### config.mk
export PLATFORM = sky130hd
export DESIGN_NAME = store_exec_ctrl_flat
export DESIGN_NICKNAME = d
export VERILOG_FILES = /design/src/rtl/store_exec_ctrl_pkg.sv /design/src/rtl/store_exec_ctrl_if.sv /design/src/rtl/store_lane_gen.sv /design/src/rtl/store_exec_ctrl.sv /design/src/flat_wrapper.sv
export SDC_FILE = /design/constraint.sdc
export NUM_CORES = 1
export LEC_CHECK = 0
export BUFFER_PORTS_ARGS = -buffer_cell sky130_fd_sc_hd__buf_2
export CORE_ASPECT_RATIO = 1.5
export CORE_MARGIN = 2
export CORE_UTILIZATION = 29
export CTS_BUF_LIST = sky130_fd_sc_hd__clkbuf_4
export DETAILED_ROUTE_END_ITERATION = 7
export GPL_TIMING_DRIVEN = 0
export HOLD_SLACK_MARGIN = 0.03
export PLACE_DENSITY = 0.5
export SYNTH_ARGS = -nofsm -noshare
export SYNTH_HDL_FRONTEND = slang
export SYNTH_SLANG_ARGS = --single-unit
### constraint.sdc
create_clock -name clk -period 5.8 [get_ports clk]
set_input_delay 0.29 -clock clk [delete_from_list [all_inputs] [get_ports clk]]
set_output_delay 0.29 -clock clk [all_outputs]
set_load 0.01 [all_outputs]
### src/rtl/store_exec_ctrl_pkg.sv
// store_exec_ctrl_pkg: shared constants, FSM/error encodings and immediate sign-extension helper.
// Latency: n/a (declarations only).
// Backpressure: n/a.
// Contents: XLEN, RISC-V store opcode/funct3 codes, state_t, err_t, sext12().
package store_exec_ctrl_pkg;

   // Address/data width; the datapath is written for 32 bits only.
   localparam int XLEN = 32;

   localparam logic [6:0] OPC_STORE = 7'b0100011;
   localparam logic [2:0] F3_SB     = 3'b000;
   localparam logic [2:0] F3_SH     = 3'b001;
   localparam logic [2:0] F3_SW     = 3'b010;

   typedef enum logic [2:0] {
      S_IDLE   = 3'd0,
      S_DECODE = 3'd1,
      S_READ   = 3'd2,
      S_EXEC   = 3'd3,
      S_REQ    = 3'd4,
      S_DONE   = 3'd5,
      S_ERR    = 3'd6
   } state_t;

   // Cause carried into the one-cycle ERR state so the right pulse fires.
   typedef enum logic [1:0] {
      ERR_NONE     = 2'd0,
      ERR_ILLEGAL  = 2'd1,
      ERR_MISALIGN = 2'd2,
      ERR_TIMEOUT  = 2'd3
   } err_t;

   function automatic logic [XLEN-1:0] sext12(input logic [11:0] imm);
      return {{(XLEN-12){imm[11]}}, imm};
   endfunction

endpackage

### src/rtl/store_exec_ctrl_if.sv
// store_exec_ctrl_if: register-file read port and data-memory write port of the store sequencer.
// Latency: n/a (wires only); rf_rdata* valid the cycle after rf_rd_en.
// Backpressure: mem_req is held by the master until mem_ack (or its own timeout).
// master = sequencer side, slave = register file / memory side.
interface store_exec_ctrl_if;
   import store_exec_ctrl_pkg::*;

   logic            rf_rd_en;
   logic [4:0]      rf_raddr1;
   logic [4:0]      rf_raddr2;
   logic [XLEN-1:0] rf_rdata1;
   logic [XLEN-1:0] rf_rdata2;

   logic            mem_req;
   logic [XLEN-1:0] mem_addr;
   logic [XLEN-1:0] mem_wdata;
   logic [3:0]      mem_be;
   logic            mem_ack;

   modport master (
      output rf_rd_en, rf_raddr1, rf_raddr2,
      input  rf_rdata1, rf_rdata2,
      output mem_req, mem_addr, mem_wdata, mem_be,
      input  mem_ack
   );

   modport slave (
      input  rf_rd_en, rf_raddr1, rf_raddr2,
      output rf_rdata1, rf_rdata2,
      input  mem_req, mem_addr, mem_wdata, mem_be,
      output mem_ack
   );

endinterface

### src/rtl/store_lane_gen.sv
// store_lane_gen: byte enables, lane-replicated write data and alignment check for SB/SH/SW.
// Latency: purely combinational.
// Backpressure: none.
// Ports: funct3, offset (addr[1:0]), rs2_val in; be, wdata, misaligned out.
module store_lane_gen
   import store_exec_ctrl_pkg::*;
(
   input  logic [2:0]      funct3,
   input  logic [1:0]      offset,
   input  logic [XLEN-1:0] rs2_val,
   output logic [3:0]      be,
   output logic [XLEN-1:0] wdata,
   output logic            misaligned
);

   always_comb begin
      be         = 4'b0000;
      wdata      = rs2_val;
      misaligned = 1'b0;
      case (funct3)
         F3_SB: begin
            be    = 4'b0001 << offset;
            wdata = {4{rs2_val[7:0]}};
         end
         F3_SH: begin
            be         = 4'b0011 << offset;
            wdata      = {2{rs2_val[15:0]}};
            misaligned = offset[0];
         end
         F3_SW: begin
            be         = 4'b1111;
            misaligned = |offset;
         end
         default: ;
      endcase
   end

endmodule

### src/rtl/store_exec_ctrl.sv
// store_exec_ctrl: RISC-V S-type store sequencer (decode, RF read, address/lane generation, mem write).
// Latency: start at edge 0 -> DECODE 1, READ 2, EXEC 3, REQ from 4; done earliest in cycle 5.
// Backpressure: mem_req held until mem_ack or TIMEOUT cycles; start ignored while busy (no queueing).
// Ports: clk, rst (async, active high), start, instruction_word, busy, done, illegal_err,
//        misaligned_err, timeout_err; bus (master) carries the RF read and memory write ports.
module store_exec_ctrl
   import store_exec_ctrl_pkg::*;
#(
   parameter int TIMEOUT = 16
)(
   input  logic               clk,
   input  logic               rst,
   input  logic               start,
   input  logic [31:0]        instruction_word,
   output logic               busy,
   output logic               done,
   output logic               illegal_err,
   output logic               misaligned_err,
   output logic               timeout_err,
   store_exec_ctrl_if.master  bus
);

   localparam int TW = $clog2(TIMEOUT + 1);

   state_t          state, state_nxt;
   err_t            err_q, err_nxt;
   logic [31:0]     instr_q;
   logic [TW-1:0]   to_cnt;
   logic [XLEN-1:0] mem_addr_q, mem_wdata_q;
   logic [3:0]      mem_be_q;

   logic [6:0]      opcode;
   logic [2:0]      funct3;
   logic [11:0]     imm;
   logic            legal;
   logic [XLEN-1:0] addr;
   logic [3:0]      lane_be;
   logic [XLEN-1:0] lane_wdata;
   logic            lane_mis;
   logic            last_count;

   assign opcode = instr_q[6:0];
   assign funct3 = instr_q[14:12];
   assign imm    = {instr_q[31:25], instr_q[11:7]};
   assign legal  = (opcode == OPC_STORE) &&
                   ((funct3 == F3_SB) || (funct3 == F3_SH) || (funct3 == F3_SW));

   // Only meaningful in EXEC, when rf_rdata1 carries the rs1 value.
   assign addr = bus.rf_rdata1 + sext12(imm);

   store_lane_gen u_lane_gen (
      .funct3     (funct3),
      .offset     (addr[1:0]),
      .rs2_val    (bus.rf_rdata2),
      .be         (lane_be),
      .wdata      (lane_wdata),
      .misaligned (lane_mis)
   );

   // Counter holds the number of REQ cycles already spent without ack.
   assign last_count = (to_cnt == TW'(TIMEOUT - 1));

   always_comb begin
      state_nxt = state;
      err_nxt   = err_q;
      case (state)
         S_IDLE:   if (start) state_nxt = S_DECODE;
         S_DECODE: begin
            if (!legal) begin
               state_nxt = S_ERR;
               err_nxt   = ERR_ILLEGAL;
            end else begin
               state_nxt = S_READ;
            end
         end
         S_READ:   state_nxt = S_EXEC;
         S_EXEC: begin
            if (lane_mis) begin
               state_nxt = S_ERR;
               err_nxt   = ERR_MISALIGN;
            end else begin
               state_nxt = S_REQ;
            end
         end
         S_REQ: begin
            // Ack has priority over an expiring count.
            if (bus.mem_ack) begin
               state_nxt = S_DONE;
            end else if (last_count) begin
               state_nxt = S_ERR;
               err_nxt   = ERR_TIMEOUT;
            end
         end
         S_DONE:   state_nxt = S_IDLE;
         S_ERR: begin
            state_nxt = S_IDLE;
            err_nxt   = ERR_NONE;
         end
         default:  state_nxt = S_IDLE;
      endcase
   end

   always_ff @(posedge clk or posedge rst) begin
      if (rst) begin
         state       <= S_IDLE;
         err_q       <= ERR_NONE;
         instr_q     <= '0;
         to_cnt      <= '0;
         mem_addr_q  <= '0;
         mem_wdata_q <= '0;
         mem_be_q    <= '0;
      end else begin
         state <= state_nxt;
         err_q <= err_nxt;
         if (state == S_IDLE && start) instr_q <= instruction_word;
         if (state == S_REQ && !bus.mem_ack) to_cnt <= to_cnt + 1'b1;
         else                                to_cnt <= '0;
         if (state == S_EXEC && !lane_mis) begin
            mem_addr_q  <= {addr[XLEN-1:2], 2'b00};
            mem_wdata_q <= lane_wdata;
            mem_be_q    <= lane_be;
         end
      end
   end

   // Decoded from the state register so an async reset clears them at once.
   assign busy           = (state != S_IDLE);
   assign done           = (state == S_DONE);
   assign illegal_err    = (state == S_ERR) && (err_q == ERR_ILLEGAL);
   assign misaligned_err = (state == S_ERR) && (err_q == ERR_MISALIGN);
   assign timeout_err    = (state == S_ERR) && (err_q == ERR_TIMEOUT);

   assign bus.rf_rd_en  = (state == S_READ);
   assign bus.rf_raddr1 = instr_q[19:15];
   assign bus.rf_raddr2 = instr_q[24:20];
   assign bus.mem_req   = (state == S_REQ);
   assign bus.mem_addr  = mem_addr_q;
   assign bus.mem_wdata = mem_wdata_q;
   assign bus.mem_be    = mem_be_q;

endmodule

### src/flat_wrapper.sv
// flat-port wrapper written by rule: the top's interface ports become plain ports
module store_exec_ctrl_flat import store_exec_ctrl_pkg::*;
#(
   parameter int TIMEOUT = 16
)
  (clk, rst, start, instruction_word, busy, done, illegal_err, misaligned_err, timeout_err, bus_rf_rd_en, bus_rf_raddr1, bus_rf_raddr2, bus_rf_rdata1, bus_rf_rdata2, bus_mem_req, bus_mem_addr, bus_mem_wdata, bus_mem_be, bus_mem_ack);
  store_exec_ctrl_if bus_i ();
  input  logic clk;
  input  logic rst;
  input  logic start;
  input  logic [31:0] instruction_word;
  output logic busy;
  output logic done;
  output logic illegal_err;
  output logic misaligned_err;
  output logic timeout_err;
  output wire logic [$bits(bus_i.rf_rd_en)-1:0] bus_rf_rd_en;
  output wire logic [$bits(bus_i.rf_raddr1)-1:0] bus_rf_raddr1;
  output wire logic [$bits(bus_i.rf_raddr2)-1:0] bus_rf_raddr2;
  input wire logic [$bits(bus_i.rf_rdata1)-1:0] bus_rf_rdata1;
  input wire logic [$bits(bus_i.rf_rdata2)-1:0] bus_rf_rdata2;
  output wire logic [$bits(bus_i.mem_req)-1:0] bus_mem_req;
  output wire logic [$bits(bus_i.mem_addr)-1:0] bus_mem_addr;
  output wire logic [$bits(bus_i.mem_wdata)-1:0] bus_mem_wdata;
  output wire logic [$bits(bus_i.mem_be)-1:0] bus_mem_be;
  input wire logic [$bits(bus_i.mem_ack)-1:0] bus_mem_ack;
  assign bus_rf_rd_en = bus_i.rf_rd_en;
  assign bus_rf_raddr1 = bus_i.rf_raddr1;
  assign bus_rf_raddr2 = bus_i.rf_raddr2;
  assign bus_i.rf_rdata1 = bus_rf_rdata1;
  assign bus_i.rf_rdata2 = bus_rf_rdata2;
  assign bus_mem_req = bus_i.mem_req;
  assign bus_mem_addr = bus_i.mem_addr;
  assign bus_mem_wdata = bus_i.mem_wdata;
  assign bus_mem_be = bus_i.mem_be;
  assign bus_i.mem_ack = bus_mem_ack;
  store_exec_ctrl #(.TIMEOUT(TIMEOUT)) u_core (.clk(clk), .rst(rst), .start(start), .instruction_word(instruction_word), .busy(busy), .done(done), .illegal_err(illegal_err), .misaligned_err(misaligned_err), .timeout_err(timeout_err), .bus(bus_i));
endmodule
==> results.cfg <==
[global_route]
grt_first_pass_wirelength_um = 31070
grt_max_degree = 87
grtUsageTotal_pct = 16.93
antenna_found_initial = 2
grt_pass1_vias = 5892
grt.overflow.total = 0

[setup_path]
slowest_delay_ns = 0.96
cp_max_fo = 22
critPathCaptureType = register
worstSetupStartpointType = register
crit_top_cell = o21ai_0
cp_slowest_cell = dfrtp_1
arrival_ns = 3.61
crit_required_ns = 6.21
reg2reg_slack_ns = 2.60
crit_start = u_core.instr_q[31]
critPathKind = reg -> reg
cp_cell_sequence = ha_1 > clkbuf_1 > a21oi_1 > o21ai_0 > nor2_1 > a31oi_1 > a41oi_1 > xor2_1 > o21ai_0
rr_startpoint = u_core.instr_q[31]

[power]
p_leak_nw = 4.066
ir_worst_vdd_mv = 0.1698
finalPower_mw = 4.299
p_per_area_mw_per_mm2 = 506.4

[route]
vias = 5781
drtAntennaViolNets = 0
drcViolationCount = 0
via_per_inst = 4.758
initialDrtViolationCount = 284
firstDrtPassIters = 4
wl_per_cell_um = 16.18
finalWirelength_um = 19660

[worst_hold_path]
min_from = bus_rf_rdata2[10]
worstHoldPathType = in -> reg

[timing]
tns_ns = 0
timing.fmax_ghz = 0.3124
grt_setup_unrepaired = false
period_share_pct = 55.18
slew-limit-headroom_pct = 39.76
layout_min_cycle_time_ns = 3.201
drv_slew = 0
tightest_slew_ns = 0.9036
hold_violations = 0
final-setup-viol-count = 0
skew_ns = 0.02171
worst_slack_ns = 2.599

[floorplan]
die_h_um = 186.1
die_area_mm2 = 0.02334
start_util_pct = 29.53
die_x_um = 125.4
top_level_ports = 185
design.core.area_mm2 = 0.02172
rows = 66

[synthesis]
synth_edf_count = 0
yosysWarnings = 0
yosysUniqueCellTypes = 63
syn_inst = 678
avgSynthCellArea_um2 = 9.458
synth_flop_cell = dfrtp_1
yosysSeqAreaShare_pct = 42.15
ys_ff_latch = 108
async_flop_share_pct = 100.0
syn_area_mm2 = 0.006412

[placed_design]
gp_congestion = 0.8023
pre_cts_ws_ns = 2.582
io_buffers = 182
hpwl_um = 14720

[clock_network]
cts_sinks = 108
cts_buffer_depth = 2
numCtsBuffers = 9
htree_levels = 3
clock-root-buffer = clkbuf_4
cts_setup_buffers = 0
worstSkewPairLatency_ns = 0.53
cts_tree = done
clk_pin_slew_ns = 0.16

[cells_and_area]
layout.nets = 1071
area_growth_pct = 32.39
drive_above_1_share_pct = 29.22

[run]
maxCapViolations = 0

[run_status]
status = finished clean
## logic make-up (layout without fill, tap and decap cells)
logic type	Yosys count	in the layout	share of synthesized area, %
compound gates	176	176	17.91
xor+xnor	29	29	3.961
fa+ha+maj	35	35	6.946
buf+inv	61	323	4.605
flops	108	108	42.15
mux	60	60	9.990
other cells	1	4	0.05848
simple gates	208	208	14.38
## final timing paths
check,cells after the start,to
hold / removal,3,u_core.bus.mem_wdata[10]
setup / recovery,9,u_core.bus.mem_addr[25]
hold reg to reg,1,u_core.to_cnt[0]
min in group asynchronous,3,u_core.instr_q[15]
max in group asynchronous,4,u_core.instr_q[29]
setup reg to reg,9,u_core.bus.mem_addr[25]
## report_power, final
part           internal (mW)  switching, mW  total (mW)
clock network          0.175          0.273       0.449
registers               1.09          0.200        1.29
logic                   1.10           1.46        2.56
total                   2.36           1.94        4.30
## synthesized netlist by cell type, types with 2 or more instances
master	number	area [µm²]
a2111oi_0	2	17.52
nand4_1	6	37.54
and2_1	5	31.28
mux2i_1	28	280.3
clkbuf_1	18	67.56
a41oi_2	2	32.53
or2_2	2	12.51
nand2_1	128	480.5
o21ai_1	12	60.06
inv_1	14	52.55
nor3_1	8	40.04
nor2b_1	5	31.28
o21a_1	4	30.03
nand3b_1	2	15.01
dfrtp_1	108	2703
and3_1	6	37.54
a21oi_1	35	175.2
nand2b_1	2	12.51
o31ai_1	3	22.52
ha_1	34	425.4
a211oi_1	5	37.54
o21ai_0	71	355.3
o211ai_1	5	37.54
a31oi_1	8	50.05
buf_2	17	85.08
xor2_1	17	148.9
a21o_1	7	52.55
nor2_1	26	97.59
mux2_2	32	360.4
buf_4	12	90.09
xnor2_1	12	105.1
nand3_1	7	35.03
o2111ai_1	2	17.52
nor3b_1	4	30.03
## cells in the final DEF, fill, tap and decap left out, types with 7 or more instances in the layout
cell,instances
a21oi_1,35
nand2_1,128
nand3_1,7
buf_2,199
a31oi_1,8
clkbuf_4,10
o21ai_1,12
nor3_1,8
o21ai_0,71
buf_4,12
nor2_1,26
ha_1,34
xnor2_1,12
clkbuf_1,18
mux2_2,32
inv_1,13
a21o_1,7
xor2_1,17
dlygate4sd3_1,63
dfrtp_1,108
mux2i_1,28
## worst max-delay path: cells and delay by family, from the launching register on
kind	cells	cell delay, ns
XOR/XNOR	1	0.19
adder cells (fa/ha/maj)	1	0.37
AND/OR/NAND/NOR	1	0.13
AO/OA/AOI/OAI	5	1.23
buffers and inverters	1	0.19
flip-flops	1	0.96
## metal layers
metal	GRT usage [%]	share of wire (%)	up-vias
met4	6.578	1.9	0
met2	31.61	54	117
met5	0	0	-
met3	2.213	3.0	25
met1	19.64	41	2739
li1	-	-	2900
## metrics by stage
step	hold slack [ns]	utilization (%)	cells	area, µm²
6_report	0.08150	39.09	1215	8489
5_1_grt	0.06695	39.09	1215	8489
4_1_cts	0.03687	39.07	1213	8484
3_5_place_dp	0.2560	35.45	1134	7700
3_3_place_gp	0.4567	35.30	1133	7667
2_1_floorplan	0.3954	-	679	6416
## state kept, by name, summed over array words and instances, names as in the netlist
register / flops
u_core.bus.mem_wdata: 32
u_core.instr_q: 32
u_core.bus.mem_addr: 30
u_core.to_cnt: 5
u_core.bus.mem_be: 4
u_core.state: 3
u_core.err_q: 2
## area by class of cell
| cell class | count | area (µm²) |
|---|---|---|
| Fill cell | 2262 | 13230 |
| Clock buffer | 10 | 75.07 |
| Tap cell | 272 | 340.3 |
| Multi-Input combinational cell | 510 | 3418 |
| Clock inverter | 6 | 78.83 |
| Timing Repair Buffer | 246 | 1569 |
| Buffer | 47 | 242.7 |
| Inverter | 14 | 57.56 |
| Antenna cell | 2 | 5.005 |
| Sequential cell | 108 | 2703 |
## what timing repair did
item,CTS,global route
endpoints found under the hold margin,108,0
hold buffers,63,0
resized for setup,0,0
Note: power is estimated with default switching activity, not from simulation.
